**config.mk**
```make
export PLATFORM = sky130hd
export DESIGN_NAME = seven_seg_scan_ctrl
export DESIGN_NICKNAME = d
export VERILOG_FILES = /design/src/rtl/display_pkg.sv /design/src/rtl/scan_prescaler.sv /design/src/rtl/seven_seg_scan_ctrl.sv
export SDC_FILE = /design/constraint.sdc
export NUM_CORES = 1
export LEC_CHECK = 0
export BUFFER_PORTS_ARGS = -buffer_cell sky130_fd_sc_hd__clkbuf_2
export CORE_MARGIN = 10
export CORE_UTILIZATION = 40
export DETAILED_ROUTE_END_ITERATION = 10
export SKIP_CTS_REPAIR_TIMING = 1
export SYNTH_ARGS = -nofsm -noshare
export SYNTH_HDL_FRONTEND = slang
export SYNTH_SLANG_ARGS = --single-unit
```
**constraint.sdc**
```tcl
create_clock -name clk -period 2.35 [get_ports clk]
set_input_delay 0.47 -clock clk [delete_from_list [all_inputs] [get_ports clk]]
set_output_delay 0.47 -clock clk [all_outputs]
set_load 0.01 [all_outputs]
```
**src/rtl/display_pkg.sv**
```systemverilog
// ---------------------------------------------------------------------------
// display_pkg
//   Shared constants and types for scanned seven-segment display logic.
//   BCD_W       : width of one BCD digit code
//   BLANK_CODE  : code the downstream decoder renders with all segments off
//   scan_state_t: per-slot scan phase (blanking guard, then digit shown)
// ---------------------------------------------------------------------------
package display_pkg;

  localparam int BCD_W = 4;

  localparam logic [BCD_W-1:0] BLANK_CODE = 4'hF;

  typedef enum logic {
    GUARD = 1'b0,
    SHOW  = 1'b1
  } scan_state_t;

endpackage : display_pkg

```
**src/rtl/scan_prescaler.sv**
```systemverilog
// ---------------------------------------------------------------------------
// scan_prescaler
//   Free-running slot counter for scanned peripherals (displays, keypads).
//   cnt runs 0..DIV-1 and wraps; tick marks the last cycle of each slot.
//
//   Ports:
//     clk  in   system clock
//     rst  in   synchronous reset, active-high (cnt -> 0)
//     clr  in   synchronous clear, holds cnt at 0 while high
//     tick out  high while cnt == DIV-1
//     cnt  out  current position inside the slot
// ---------------------------------------------------------------------------
module scan_prescaler #(
  parameter int DIV   = 50000,
  parameter int CNT_W = (DIV > 1) ? $clog2(DIV) : 1
) (
  input  logic             clk,
  input  logic             rst,
  input  logic             clr,
  output logic             tick,
  output logic [CNT_W-1:0] cnt
);

  localparam logic [CNT_W-1:0] LAST_CNT = CNT_W'(DIV - 1);

  logic [CNT_W-1:0] cnt_reg;
  logic             last_cycle;

  assign last_cycle = (cnt_reg == LAST_CNT);

  always_ff @(posedge clk) begin
    if (rst || clr) begin
      cnt_reg <= '0;
    end else if (last_cycle) begin
      cnt_reg <= '0;
    end else begin
      cnt_reg <= cnt_reg + 1'b1;
    end
  end

  // tick is decoded from the counter register only, so it carries no
  // combinational path from clr into the consumer.
  assign tick = last_cycle;
  assign cnt  = cnt_reg;

endmodule : scan_prescaler

```
**src/rtl/seven_seg_scan_ctrl.sv**
```systemverilog
// ---------------------------------------------------------------------------
// seven_seg_scan_ctrl
//   Time-multiplexed scan controller for a common-cathode seven-segment
//   display. One digit is selected per slot; its BCD code goes to a shared
//   external decoder. Every slot opens with a blanking guard so the previous
//   digit's segments never ghost onto the next one. The displayed value is
//   double-buffered (shadow -> active) and only changes at frame boundaries.
//
//   Ports:
//     clk            in   system clock
//     rst            in   synchronous reset, active-high
//     en             in   scan enable; low = display dark, scan held at idx 0
//     load           in   one-cycle strobe capturing din into the shadow
//     din            in   NUM_DIGITS BCD digits, [3:0] = rightmost digit 0
//     lz_en          in   leading-zero suppression enable
//     bcd_out        out  code for the shared decoder, 4'hF = blank
//     digit_en       out  one-hot digit enable, zero during guard/disabled
//     update_pending out  shadow holds a value not yet committed
//     frame_done     out  one-cycle pulse after the last slot of a frame
// ---------------------------------------------------------------------------
module seven_seg_scan_ctrl
  import display_pkg::*;
#(
  parameter int NUM_DIGITS   = 4,
  parameter int REFRESH_DIV  = 50000,
  parameter int BLANK_CYCLES = 16
) (
  input  logic                        clk,
  input  logic                        rst,
  input  logic                        en,
  input  logic                        load,
  input  logic [BCD_W*NUM_DIGITS-1:0] din,
  input  logic                        lz_en,
  output logic [BCD_W-1:0]            bcd_out,
  output logic [NUM_DIGITS-1:0]       digit_en,
  output logic                        update_pending,
  output logic                        frame_done
);

  localparam int DATA_W = BCD_W * NUM_DIGITS;
  localparam int IDX_W  = $clog2(NUM_DIGITS);
  localparam int CNT_W  = (REFRESH_DIV > 1) ? $clog2(REFRESH_DIV) : 1;

  localparam logic [IDX_W-1:0] LAST_IDX    = IDX_W'(NUM_DIGITS - 1);
  localparam logic [CNT_W-1:0] GUARD_LAST  = CNT_W'(BLANK_CYCLES - 1);

  // -------------------------------------------------------------------------
  // Slot timing
  // -------------------------------------------------------------------------
  logic             tick;
  logic [CNT_W-1:0] cnt;

  // Holding the prescaler clear while disabled means re-enabling always
  // starts a fresh slot with a full guard period.
  scan_prescaler #(
    .DIV   (REFRESH_DIV),
    .CNT_W (CNT_W)
  ) u_prescaler (
    .clk  (clk),
    .rst  (rst),
    .clr  (~en),
    .tick (tick),
    .cnt  (cnt)
  );

  // -------------------------------------------------------------------------
  // State
  // -------------------------------------------------------------------------
  scan_state_t           state_reg;
  logic [IDX_W-1:0]      idx_reg;
  logic [DATA_W-1:0]     shadow_reg;
  logic [DATA_W-1:0]     active_reg;
  logic                  pending_reg;
  logic [NUM_DIGITS-1:0] digit_en_reg;
  logic [BCD_W-1:0]      bcd_reg;
  logic                  frame_done_reg;

  // -------------------------------------------------------------------------
  // Per-digit decode of the active value
  // -------------------------------------------------------------------------
  logic [BCD_W-1:0]      digit_arr [NUM_DIGITS];
  logic [NUM_DIGITS-1:0] suppress;
  logic [NUM_DIGITS-1:0] onehot;

  genvar gi;
  generate
    for (gi = 0; gi < NUM_DIGITS; gi++) begin : g_digit
      assign digit_arr[gi] = active_reg[gi*BCD_W +: BCD_W];
      assign onehot[gi]    = (idx_reg == IDX_W'(gi));

      if (gi == 0) begin : g_rightmost
        // The rightmost digit always shows so a zero value reads "0".
        assign suppress[gi] = 1'b0;
      end else begin : g_upper
        // A digit is a leading zero when it and everything to its left is 0.
        assign suppress[gi] = lz_en &&
                              (active_reg[DATA_W-1:gi*BCD_W] == '0);
      end
    end
  endgenerate

  logic [BCD_W-1:0] cur_digit;
  logic             cur_suppress;

  assign cur_digit    = digit_arr[idx_reg];
  assign cur_suppress = suppress[idx_reg];

  // -------------------------------------------------------------------------
  // Scan FSM, buffers and registered outputs
  // -------------------------------------------------------------------------
  always_ff @(posedge clk) begin
    if (rst) begin
      state_reg      <= GUARD;
      idx_reg        <= '0;
      shadow_reg     <= '0;
      active_reg     <= '0;
      pending_reg    <= 1'b0;
      digit_en_reg   <= '0;
      bcd_reg        <= BLANK_CODE;
      frame_done_reg <= 1'b0;
    end else if (!en) begin
      // Display dark; nothing is being scanned so there is no tearing risk
      // and a load goes straight to the active buffer.
      state_reg      <= GUARD;
      idx_reg        <= '0;
      digit_en_reg   <= '0;
      bcd_reg        <= BLANK_CODE;
      frame_done_reg <= 1'b0;
      if (load) begin
        shadow_reg  <= din;
        active_reg  <= din;
        pending_reg <= 1'b0;
      end
    end else begin
      // Outputs reflect the state held during the previous cycle.
      frame_done_reg <= 1'b0;
      digit_en_reg   <= (state_reg == SHOW) ? onehot : '0;
      bcd_reg        <= ((state_reg == SHOW) && !cur_suppress) ? cur_digit
                                                               : BLANK_CODE;

      if (tick) begin
        state_reg <= GUARD;
        if (idx_reg == LAST_IDX) begin
          idx_reg        <= '0;
          frame_done_reg <= 1'b1;
          if (pending_reg) begin
            active_reg  <= shadow_reg;
            pending_reg <= 1'b0;
          end
        end else begin
          idx_reg <= idx_reg + 1'b1;
        end
      end else if ((state_reg == GUARD) && (cnt == GUARD_LAST)) begin
        state_reg <= SHOW;
      end

      // Placed after the commit so a load on the commit tick re-arms
      // pending: the old shadow is committed, the new din waits a frame.
      if (load) begin
        shadow_reg  <= din;
        pending_reg <= 1'b1;
      end
    end
  end

  assign bcd_out        = bcd_reg;
  assign digit_en       = digit_en_reg;
  assign update_pending = pending_reg;
  assign frame_done     = frame_done_reg;

endmodule : seven_seg_scan_ctrl

```
; After elaboration in Yosys (flattened, before gate mapping)
; Cells that the tools add are included.
[classes]
add_sub_neg = 2
n_lt_le_gt_ge = 2
n_eq_ne = 8
n_reduce_logical = 22
n_bitwise = 5
n_mux = 17
[op_table]
columns = op, n
row1 = 2-to-1 mux 16 bit, 5
row2 = "adder 16 x 1 -> 16 bit, second input constant", 1
row3 = "equality test 16 bit, second input constant", 1
row4 = "equality test 16 x 4 -> 1 bit, second input constant", 1
row5 = logical NOT 12 bit, 1
row6 = OR reduction 3 bit, 4
row7 = binary-select mux 4 bit (select 2 bit), 1
row8 = logical NOT 8 bit, 1
row9 = 2-to-1 mux 4 bit, 2
row10 = 2-to-1 mux 1 bit, 7
row11 = nonzero test 2 bit, 3
row12 = logical AND 1 bit, 5
row13 = "equality test 2 bit, second input constant", 2
row14 = logical NOT 4 bit, 1
row15 = "inequality test 2 x 1 -> 1 bit, second input constant", 2
row16 = inverter 1 bit, 4
row17 = AND reduction 4 bit, 1
row18 = OR reduction 2 bit, 2
row19 = "greater-or-equal comparator 3 bit, second input constant", 1
row20 = "less-than comparator 2 x 3 -> 1 bit, second input constant", 1
row21 = inverter 2 -> 3 bit, 1
row22 = AND reduction 3 bit, 1
row23 = "adder 2 x 1 -> 2 bit, second input constant", 1
row24 = binary-select mux 1 bit (select 2 bit), 1
row25 = 6 further kinds, 6
[word_totals]
ff_bits = 61
output_inout_bits = 10
in_bits = 21
wordCells = 65

; Logic depth before layout (Yosys ltp)
; Gate-level depths: netlist of run 1.
[logic_depth]
depth_word = 8
ltp_mapped = 7

; Modules after synthesis
; Synthesis of run 1 repeated with hierarchy kept, for this count alone.
[unflattened]
hier_cells = 274
hier_area_um2 = 2752.6
[by_module_without_submodules]
columns = module, area_each_um2, seq_area_each_um2, n_inst, cells_per_inst
row1 = seven_seg_scan_ctrl, 2031.9, 900.9, 1, 194
row2 = scan_prescaler, 720.7, 320.3, 1, 80

; Least setup slack after synthesis of run 1
; OpenSTA, ideal clock, no wires.
[synth_timing]
path_kind = flip-flop to flip-flop
start = register u_prescaler.cnt_reg[0], in the netlist u_prescaler.cnt[0]
end = register active_reg[11]
arrival_ns = 1.518
setup_time_ns = 0.137
path_stages_with_launch = 8
path_slack_ns = 0.695
path_cell_list = dfxtp_1 > ha_1 > and4_1 > and4_1 > buf_6 > buf_8 > a211oi_1 > a211oi_2
[synth_via]
elab_chain_cells = 3
[synth_lines]
columns = item, line
row1 = start: declaration, scan_prescaler.sv:26  ; logic [CNT_W-1:0] cnt_reg;
row2 = start signal: assignment, scan_prescaler.sv:37  ; cnt_reg <= cnt_reg + 1'b1;
row3 = equality test 16 bit, scan_prescaler.sv:29  ; assign last_cycle = (cnt_reg == LAST_CNT);
row4 = inequality test 2 x 1 -> 1 bit (no source line), --
row5 = AND reduction 4 bit (no source line), --
row6 = end signal: assignment, seven_seg_scan_ctrl.sv:131  ; active_reg <= din;
row7 = end signal: assignment, seven_seg_scan_ctrl.sv:147  ; active_reg <= shadow_reg;
row8 = end: declaration, seven_seg_scan_ctrl.sv:72  ; logic [DATA_W-1:0] active_reg;
; Every way passes these cells.
; A chain may end at the register's enable or synchronous reset.

; Final worst setup path of run 1
[layout_timing]
start = register u_prescaler.cnt_reg[0], in the netlist u_prescaler.cnt[0]
end = register active_reg[8]
; The elaborated chain is that of the path after synthesis.

==> impl_metrics.csv, run 1 <==
group,metric,value,unit
sta,finalCritPeriodShare,78.8,%
route,first_iter_violations,103,
clock_network,cts.path.max_buffers,2,
sta,skew,4.17,ps
power_and_ir_drop,combPwrFrac,7.9,%
worst_setup_path,cp.arrival,2100,ps
route,route.detailed.drc,0,
placement,port_buffers,30,
global_route,track_usage,11.9,%
worst_hold_path,hold_class,"input pin to register",
power_and_ir_drop,leakagePower,0.00128,µW
clock_network,clk_pin_slew,60,ps
power_and_ir_drop,p_clk_share,40.3,%
final_layout,nFillCells,667,
final_layout,layout.cells.non_filler,383,
floorplan,initial_core_util,41.1,%
yosys,syn_nets,296,
worst_setup_path,startpoint_type,"register",
yosys,ys_types,44,
placement,gp_congestion,0.756,
sta,fin_tns_setup,0,ps
power_and_ir_drop,swShare,22.6,%
global_route,antenna_found_initial,0,
power_and_ir_drop,ir_drop,412,µV
route,ant_nets,0,
yosys,ys.warnings.count,0,
floorplan,die-area,10700,µm²
clock_network,cts-root-buf,"clkbuf_8",
sta,rsz0062_at_grt,"no",
floorplan,die_y,103,µm
sta,maxSlewViolCount,0,
route,vias,2050,
yosys,netlist_instances,270,
power_and_ir_drop,p_switching,479,µW
placement,place_inst,369,
clock_network,cts.sinks,61,
placement,hpwl,4.20,mm
route,viasPerCell,5.35,
run,drv_cap,0,
yosys,seq_area_frac_synth,44.0,%
yosys,synth_edf_count,0,
worst_setup_path,cp-end-kind,"register",
yosys,yosys_register_bits,61,
clock_network,cts_made_buffers,9,
power_and_ir_drop,p_per_area,669,nW/µm²
sta,worst_pin_slew,401,ps
route,wl,5.85,mm
final_layout,drive_above_1_share,23.4,%
global_route,grt_max_degree,35,
clock_network,insertion_delay,330,ps
route,drt-wirelength-per-cell,15.3,µm
worst_setup_path,worstPathMaxFanout,20,
sta,finalSetupViolCount,0,
sta,clock.fmax,540,MHz
power_and_ir_drop,internal-power,1640,µW
clock_network,cts_tree,"yes",
final_layout,syn2layout_area_growth,14.0,%
sta,finalCriticalPeriod,1850,ps
sta,max_slew_margin,73.2,%
yosys,postSynthAreaPerCell,10.3,µm²
sta,hold_viol_final,0,
floorplan,die_x,103,µm
yosys,synth_ff_type,"dfxtp_1",
final_layout,fin_nets,326,
power_and_ir_drop,pwr-share-seq,51.8,%
floorplan,num_io_pins,31,
final_layout,diodes,0,
floorplan,core_area,6760,µm²
global_route,grt_pass1_wl,9.84,mm
yosys,netlist_area,2780,µm²
global_route,overflow,0,
clock_network,h-tree-depth,3,
route,firstDrtPassIters,6,
status,status,"completed",
worst_setup_path,path_class,"register to register",
global_route,grt_pass1_vias,2080,
worst_setup_path,cp.required,2590,ps
yosys,async_reset_ff_share,0,%
floorplan,core.rowCount,30,
[worst max-delay path, cell delays in order, from the launching register on]
cell and delay, ps:
dfxtp_1 330, ha_1 240, and4_1 200, and4_1 190, buf_4 210, a21o_1 200, buf_4 190, a211oi_1 200
[per-stage QoR]
| stage | util (%) | power (µW) | setup WS (ps) | hold slack [ps] | area, µm² |
|---|---|---|---|---|---|
| after global placement | 44.1 | 1290 | 532 | 440 | 2980 |
| after CTS | 46.8 | 2140 | 497 | 379 | 3160 |
| after detailed placement | 44.1 | 1290 | 514 | 453 | 2980 |
| after floorplan | - | 1230 | 695 | 426 | 2780 |
| final | 46.8 | 2120 | 498 | 391 | 3160 |
| after global routing | 46.8 | 2210 | 306 | 393 | 3160 |
[logic make-up (layout without fill, tap and decap cells)]
| kind of cell | count (synthesis) | after routing | synth area share, % |
|---|---|---|---|
| AO/OA/AOI/OAI | 46 | 46 | 12.4 |
| XOR/XNOR | 9 | 9 | 2.84 |
| adder cells (fa/ha/maj) | 5 | 5 | 2.25 |
| buffers and inverters | 25 | 58 | 4.91 |
| flip-flops | 61 | 61 | 44.0 |
| multiplexers | 38 | 38 | 15.5 |
| AND/OR/NAND/NOR | 86 | 86 | 18.1 |
[cell usage after synthesis (2+ instances only)]
| master | count | area share [%] |
|---|---|---|
| o21ai_0 | 3 | 0.54 |
| ha_1 | 5 | 2.3 |
| and4_1 | 4 | 1.3 |
| inv_1 | 4 | 0.54 |
| a211oi_1 | 28 | 7.6 |
| xnor2_1 | 3 | 0.95 |
| a21oi_1 | 6 | 1.1 |
| dfxtp_1 | 61 | 44 |
| mux4_2 | 4 | 3.2 |
| nand4_1 | 5 | 1.1 |
| nor4_1 | 5 | 1.1 |
| nor2_1 | 32 | 4.3 |
| buf_2 | 9 | 1.6 |
| nand3_1 | 4 | 0.72 |
| and3_1 | 6 | 1.4 |
| xor2_1 | 6 | 1.9 |
| and4b_1 | 2 | 0.72 |
| nor2b_1 | 2 | 0.45 |
| a211oi_2 | 4 | 1.8 |
| clkbuf_1 | 7 | 0.95 |
| or4_1 | 2 | 0.54 |
| nand2_1 | 5 | 0.68 |
| mux2i_1 | 34 | 12 |
| buf_6 | 2 | 0.81 |
| nand3b_1 | 4 | 1.1 |
| nand2b_1 | 2 | 0.45 |
| or3_1 | 3 | 0.68 |
| o31ai_1 | 2 | 0.54 |
[power by group through the flow]
stage | clock network, µW | logic (µW) | registers, µW
3_3_place_gp | 0 | 166 | 1120
4_1_cts | 879 | 168 | 1100
2_1_floorplan | 0 | 121 | 1110
3_5_place_dp | 0 | 167 | 1120
6_report | 853 | 166 | 1100
5_1_grt | 927 | 187 | 1100
[cells in the final DEF, fill, tap and decap left out, types with 5 or more instances in the layout]
cell       n
a211oi_1  28
a21oi_1    6
and3_1     6
buf_4     10
clkbuf_2  30
clkbuf_8  13
dfxtp_1   61
ha_1       5
mux2i_1   34
nand2_1    5
nand4_1    5
nor2_1    32
nor4_1     5
xor2_1     6
[area by class of cell]
cell class                      count  area, µm²  area share (%)
Multi-Input combinational cell    184       1420            44.8
Sequential cell                    61       1220            38.6
Timing Repair Buffer               40        225            7.12
Clock buffer                       13        179            5.65
Tap cell                           80        100            3.16
Inverter                            4       15.0           0.474
Clock inverter                      1       5.00           0.158
[worst paths after layout]
kind,cells past startpoint,end,slack [ps],from
worst max register to register,7,active_reg[8]$_SDFFE_PP0P_,500,u_prescaler.cnt[0]$_SDFF_PP0_
worst max-delay path,7,active_reg[8]$_SDFFE_PP0P_,500,u_prescaler.cnt[0]$_SDFF_PP0_
worst min-delay path,3,shadow_reg[6]$_SDFFE_PP0P_,390,din[6]
worst min register to register,1,u_prescaler.cnt[0]$_SDFF_PP0_,460,u_prescaler.cnt[0]$_SDFF_PP0_
[layer usage]
layer	part of all wire, %	GRT usage, %	routed length, µm
met1	48	14.4	2790
met2	46	18.7	2690
met3	5.6	5.38	325
met4	0.56	3.53	33
met5	0	0	0
No activity file was read; power rests on OpenSTA's default activity.
==> run 2, diff against run 1 <==
- clock period: 2.35 -> 1.95 ns (I/O delays scaled with it)
==> run 2 against run 1 <==
Clock power grew 61%. Utilization is 2.1 points higher. Wire length up 2.1%. Combinational power is 23% higher.
==> impl_metrics.csv, run 2 (synthesis gave the netlist of run 1 again) <==
group,metric,value,unit
floorplan,die_y,103,µm
worst_hold_path,hold_class,"input pin to register",
worst_setup_path,worstPathMaxFanout,17,
route,firstDrtPassIters,4,
global_route,grt_pass1_wl,10.3,mm
sta,max_slew_margin,74.0,%
floorplan,initial_core_util,41.1,%
power_and_ir_drop,internal-power,2270,µW
global_route,grt_max_degree,35,
route,route.detailed.drc,0,
worst_setup_path,startpoint_type,"register",
worst_setup_path,timing.rr.start,"u_prescaler.cnt[0]$_SDFF_PP0_",
run,drv_cap,0,
status,status,"completed",
sta,worst_pin_slew,390,ps
clock_network,cts_made_buffers,9,
clock_network,h-tree-depth,3,
final_layout,fin_nets,334,
final_layout,final_common_cell,"dfxtp_1",
global_route,track_usage,12.4,%
final_layout,diodes,0,
power_and_ir_drop,p_switching,627,µW
power_and_ir_drop,ir_drop,383,µV
route,viasPerCell,5.39,
clock_network,cts-root-buf,"clkbuf_8",
power_and_ir_drop,combPwrFrac,7.0,%
clock_network,insertion_delay,340,ps
floorplan,num_io_pins,31,
route,vias,2120,
sta,rsz0062_at_grt,"no",
sta,finalCriticalPeriod,1770,ps
power_and_ir_drop,total_power,2900,µW
route,first_iter_violations,82,
sta,hold_viol_final,0,
sta,skew,8.15,ps
worst_setup_path,crit_family,"simple AND/OR/NAND/NOR gates",
power_and_ir_drop,leakagePower,0.00135,µW
sta,fin_tns_setup,0,ps
route,drt-wirelength-per-cell,15.2,µm
worst_setup_path,cp-end-kind,"register",
power_and_ir_drop,p_clk_share,47.3,%
clock_network,clk_pin_slew,70,ps
placement,hpwl,4.33,mm
placement,gp_congestion,0.836,
global_route,grt_pass1_vias,2099,
clock_network,cts.path.max_buffers,2,
worst_setup_path,cp.arrival,2010,ps
sta,maxSlewViolCount,0,
sta,clock.fmax,566,MHz
worst_setup_path,crit_chain,"ha_1 -> and4_1 -> and4_2 -> buf_12 -> and4b_1 -> nor4_2",
global_route,antenna_found_initial,0,
worst_setup_path,max_stage_delay,340,ps
route,wl,5.97,mm
placement,port_buffers,30,
worst_setup_path,crit_buf_inv,1,
worst_setup_path,slowest_stage,"dfxtp_1",
placement,placed_area,3050,µm²
worst_setup_path,crit_start,"u_prescaler.cnt[0]$_SDFF_PP0_",
worst_setup_path,cp.required,2200,ps
final_layout,drive_above_1_share,26.5,%
final_layout,syn2layout_area_growth,19.2,%
power_and_ir_drop,swShare,21.6,%
floorplan,die_x,103,µm
worst_hold_path,hp-start,"din[4]",
sta,finalSetupViolCount,0,
global_route,overflow,0,
worst_setup_path,path_class,"register to register",
power_and_ir_drop,pwr-share-seq,45.7,%
sta,finalCritPeriodShare,90.7,%
clock_network,cts.sinks,61,
placement,pre_cts_slack,197,ps
sta,whs,300,ps
clock_network,cts_tree,"yes",
route,ant_nets,0,
floorplan,core_area,6760,µm²
floorplan,core.rowCount,30,
power_and_ir_drop,p_per_area,876,nW/µm²
sta,fin_ws,182,ps
final_layout,design_area,3310,µm²
floorplan,die-area,10700,µm²
final_layout,final_cell_mix,"dfxtp_1 (61), mux2i_1 (34), nor2_1 (32)",
==> run 2: layer usage <==
metal	global-route usage (%)	vias up	routed length (µm)	part of all wire, %
met5	0	-	0	0
met4	3.21	0	61	1.0
met3	6.31	6	371	6.2
met2	17.8	45	2580	43
met1	16.0	992	2950	49
li1	-	1077	-	-
==> run 2: through the flow <==
stage | instances | util, %
finish | 393 | 49.0
global route | 393 | 49.0
CTS | 393 | 48.9
detailed placement | 377 | 45.2
global placement | 377 | 45.2
floorplan | 270 | -
==> run 2: worst register-to-register path, delay by kind of cell (launching register included) <==
kind	cells	cell delay, ps
buf+inv	1	170
flops	1	340
simple gates	4	920
fa+ha+maj	1	250
==> run 2: cell type report <==
cell class	count	area [µm²]
inverters	4	15.0
fillers	632	3450
clock inverters	6	110
repair buffers	48	298
clock buffers	10	138
multi-input cells	184	1430
flip-flops and latches	61	1220
well taps	80	100
==> run 2: final timing paths <==
check | end | cells past startpoint | slack, ps
hold / removal | shadow_reg[4]$_SDFFE_PP0P_ | 3 | 300
hold reg to reg | u_prescaler.cnt[0]$_SDFF_PP0_ | 1 | 460
setup / recovery | update_pending$_SDFFE_PP0P_ | 6 | 180
setup reg to reg | update_pending$_SDFFE_PP0P_ | 6 | 180
==> run 2: power groups by stage <==
stage	Combinational [µW]	Sequential (µW)	Clock, µW
6_report	204	1320	1370
5_1_grt	231	1330	1470
4_1_cts	205	1320	1400
3_5_place_dp	204	1350	0
3_3_place_gp	203	1350	0
2_1_floorplan	146	1340	0
==> run 3, diff against run 2 <==
- clock period: 1.95 -> 1.54 ns (I/O delays scaled with it)
==> run 3 against run 2 <==
Total power increased by 10%. Count of clock-buffer cells in the layout increased by 3. Sequential cell count unchanged. Final cell count increased by 7.4%. Register-to-register slack got worse by 170 ps. Global-route usage increased by 0.45 points. Wire length increased by 11%. Hold slack got worse by 75 ps. Setup slack got worse by 170 ps. Via count increased by 6.0%. Sequential share of layout area decreased by 3.3 points. Critical endpoint is now active_reg[10]$_SDFFE_PP0P_. Critical path depth unchanged.
==> impl_metrics.csv, run 3 (synthesis gave the netlist of run 1 again) <==
group,metric,value,unit
worst_setup_path,max_stage_delay,330,ps
sta,finalCritPeriodShare,99.4,%
global_route,grt_pass1_vias,2276,
sta,fin_tns_setup,0,ps
power_and_ir_drop,total_power,3190,µW
global_route,grt_max_degree,35,
sta,whs,225,ps
global_route,antenna_found_initial,0,
sta,skew,13.5,ps
sta,rsz0062_at_grt,"yes",
route,wl,6.63,mm
placement,port_buffers,30,
clock_network,cts_made_buffers,9,
final_layout,final_common_cell,"dfxtp_1",
sta,finalCriticalPeriod,1530,ps
route,ant_nets,0,
floorplan,die_y,103,µm
power_and_ir_drop,ir_drop,548,µV
worst_setup_path,cp.required,1800,ps
worst_hold_path,hold_class,"input pin to register",
worst_setup_path,worstPathMaxFanout,8,
route,viasPerCell,5.33,
power_and_ir_drop,combPwrFrac,9.9,%
route,firstDrtPassIters,4,
status,status,"completed",
clock_network,cts-root-buf,"clkbuf_8",
run,drv_cap,0,
worst_setup_path,timing.rr.start,"u_prescaler.cnt[0]$_SDFF_PP0_",
clock_network,clk_pin_slew,60,ps
final_layout,diodes,0,
sta,hold_viol_final,0,
power_and_ir_drop,leakagePower,0.00150,µW
worst_setup_path,startpoint_type,"register",
route,first_iter_violations,93,
global_route,track_usage,12.9,%
global_route,grt_pass1_wl,10.8,mm
worst_setup_path,crit_start,"u_prescaler.cnt[0]$_SDFF_PP0_",
sta,max_slew_margin,70.8,%
worst_setup_path,cp.arrival,1790,ps
power_and_ir_drop,p_switching,784,µW
clock_network,h-tree-depth,3,
clock_network,cts.path.max_buffers,2,
placement,placed_area,3310,µm²
sta,worst_pin_slew,438,ps
clock_network,cts.sinks,61,
floorplan,die-area,10700,µm²
floorplan,core.rowCount,30,
placement,gp_congestion,0.832,
worst_hold_path,hp-start,"din[15]",
sta,finalSetupViolCount,0,
worst_setup_path,cp-end-kind,"register",
worst_setup_path,path_class,"register to register",
worst_setup_path,slowest_stage,"dfxtp_2",
power_and_ir_drop,swShare,24.6,%
floorplan,die_x,103,µm
final_layout,drive_above_1_share,41.2,%
floorplan,num_io_pins,31,
power_and_ir_drop,internal-power,2410,µW
floorplan,initial_core_util,41.1,%
final_layout,final_cell_mix,"dfxtp_1 (54), buf_4 (42), mux2i_1 (34)",
clock_network,insertion_delay,340,ps
power_and_ir_drop,p_clk_share,37.6,%
power_and_ir_drop,pwr-share-seq,52.5,%
route,vias,2248,
floorplan,core_area,6760,µm²
sta,clock.fmax,653,MHz
final_layout,syn2layout_area_growth,32.1,%
worst_setup_path,crit_chain,"ha_4 -> and4_1 -> and4_4 -> a21o_4 -> clkbuf_16 -> a211oi_2",
global_route,overflow,0,
route,drt-wirelength-per-cell,15.7,µm
final_layout,design_area,3670,µm²
power_and_ir_drop,p_per_area,870,nW/µm²
worst_setup_path,r2r_setup_slack,9,ps
clock_network,cts_tree,"yes",
route,route.detailed.drc,0,
final_layout,fin_nets,364,
placement,hpwl,4.62,mm
sta,maxSlewViolCount,0,
## run 3: changes by cell type in the layout (fill, tap and decap cells not counted), moves of 3 or more
| cell | change |
|---|---|
| a211oi_1 | -14 |
| a211oi_2 | +14 |
| buf_4 | +25 |
| bufinv_16 | -3 |
| clkbuf_1 | +3 |
| dfxtp_1 | -7 |
| dfxtp_2 | +6 |
## run 3: through the flow
stage | util [%] | cells | setup slack, ps
floorplan | - | 270 | -5.79
global placement | 48.9 | 402 | -59.4
detailed placement | 48.9 | 402 | -58.3
CTS | 51.3 | 417 | -101
global route | 54.3 | 422 | -69.7
finish | 54.3 | 422 | 9.28
## run 3: path summary, 6_finish.rpt
| path | depth (start not counted) | to |
|---|---|---|
| worst max-delay path | 6 | active_reg[10]$_SDFFE_PP0P_ |
| worst min-delay path | 3 | shadow_reg[15]$_SDFFE_PP0P_ |
| worst max register to register | 6 | active_reg[10]$_SDFFE_PP0P_ |
| worst min register to register | 2 | shadow_reg[10]$_SDFFE_PP0P_ |
## run 3: critical path, delay by kind of cell, from the launching register on
kind / cells / cell delay (ps)
AOI/OAI and AO/OA: 2 / 440
and+or+nand+nor: 2 / 370
DFF: 1 / 330
buffers and inverters: 1 / 170
adders and majority gates: 1 / 150
## run 3: metal layers
| metal | wire length (µm) | GRT usage [%] | vias up |
|---|---|---|---|
| met4 | 91 | 4.17 | 0 |
| met3 | 322 | 5.45 | 9 |
| li1 | - | - | 1134 |
| met1 | 3150 | 16.2 | 1065 |
| met2 | 3060 | 19.5 | 40 |
| met5 | 0 | 0 | - |
## run 3: power by group through the flow
stage          clock [µW]  combinational (µW)  sequential [µW]
2_1_floorplan           0                 193             1700
3_3_place_gp            0                 279             1710
3_5_place_dp            0                 284             1710
4_1_cts              1230                 285             1670
5_1_grt              1300                 347             1680
6_report             1200                 315             1680
## run 3: area by class of cell
type	instances	area [µm²]
clock buffers	13	149
clock inverters	2	10.0
fillers	634	3090
inverters	4	15.0
multi-input cells	184	1580
flip-flops and latches	61	1230
well taps	80	100
repair buffers	78	578
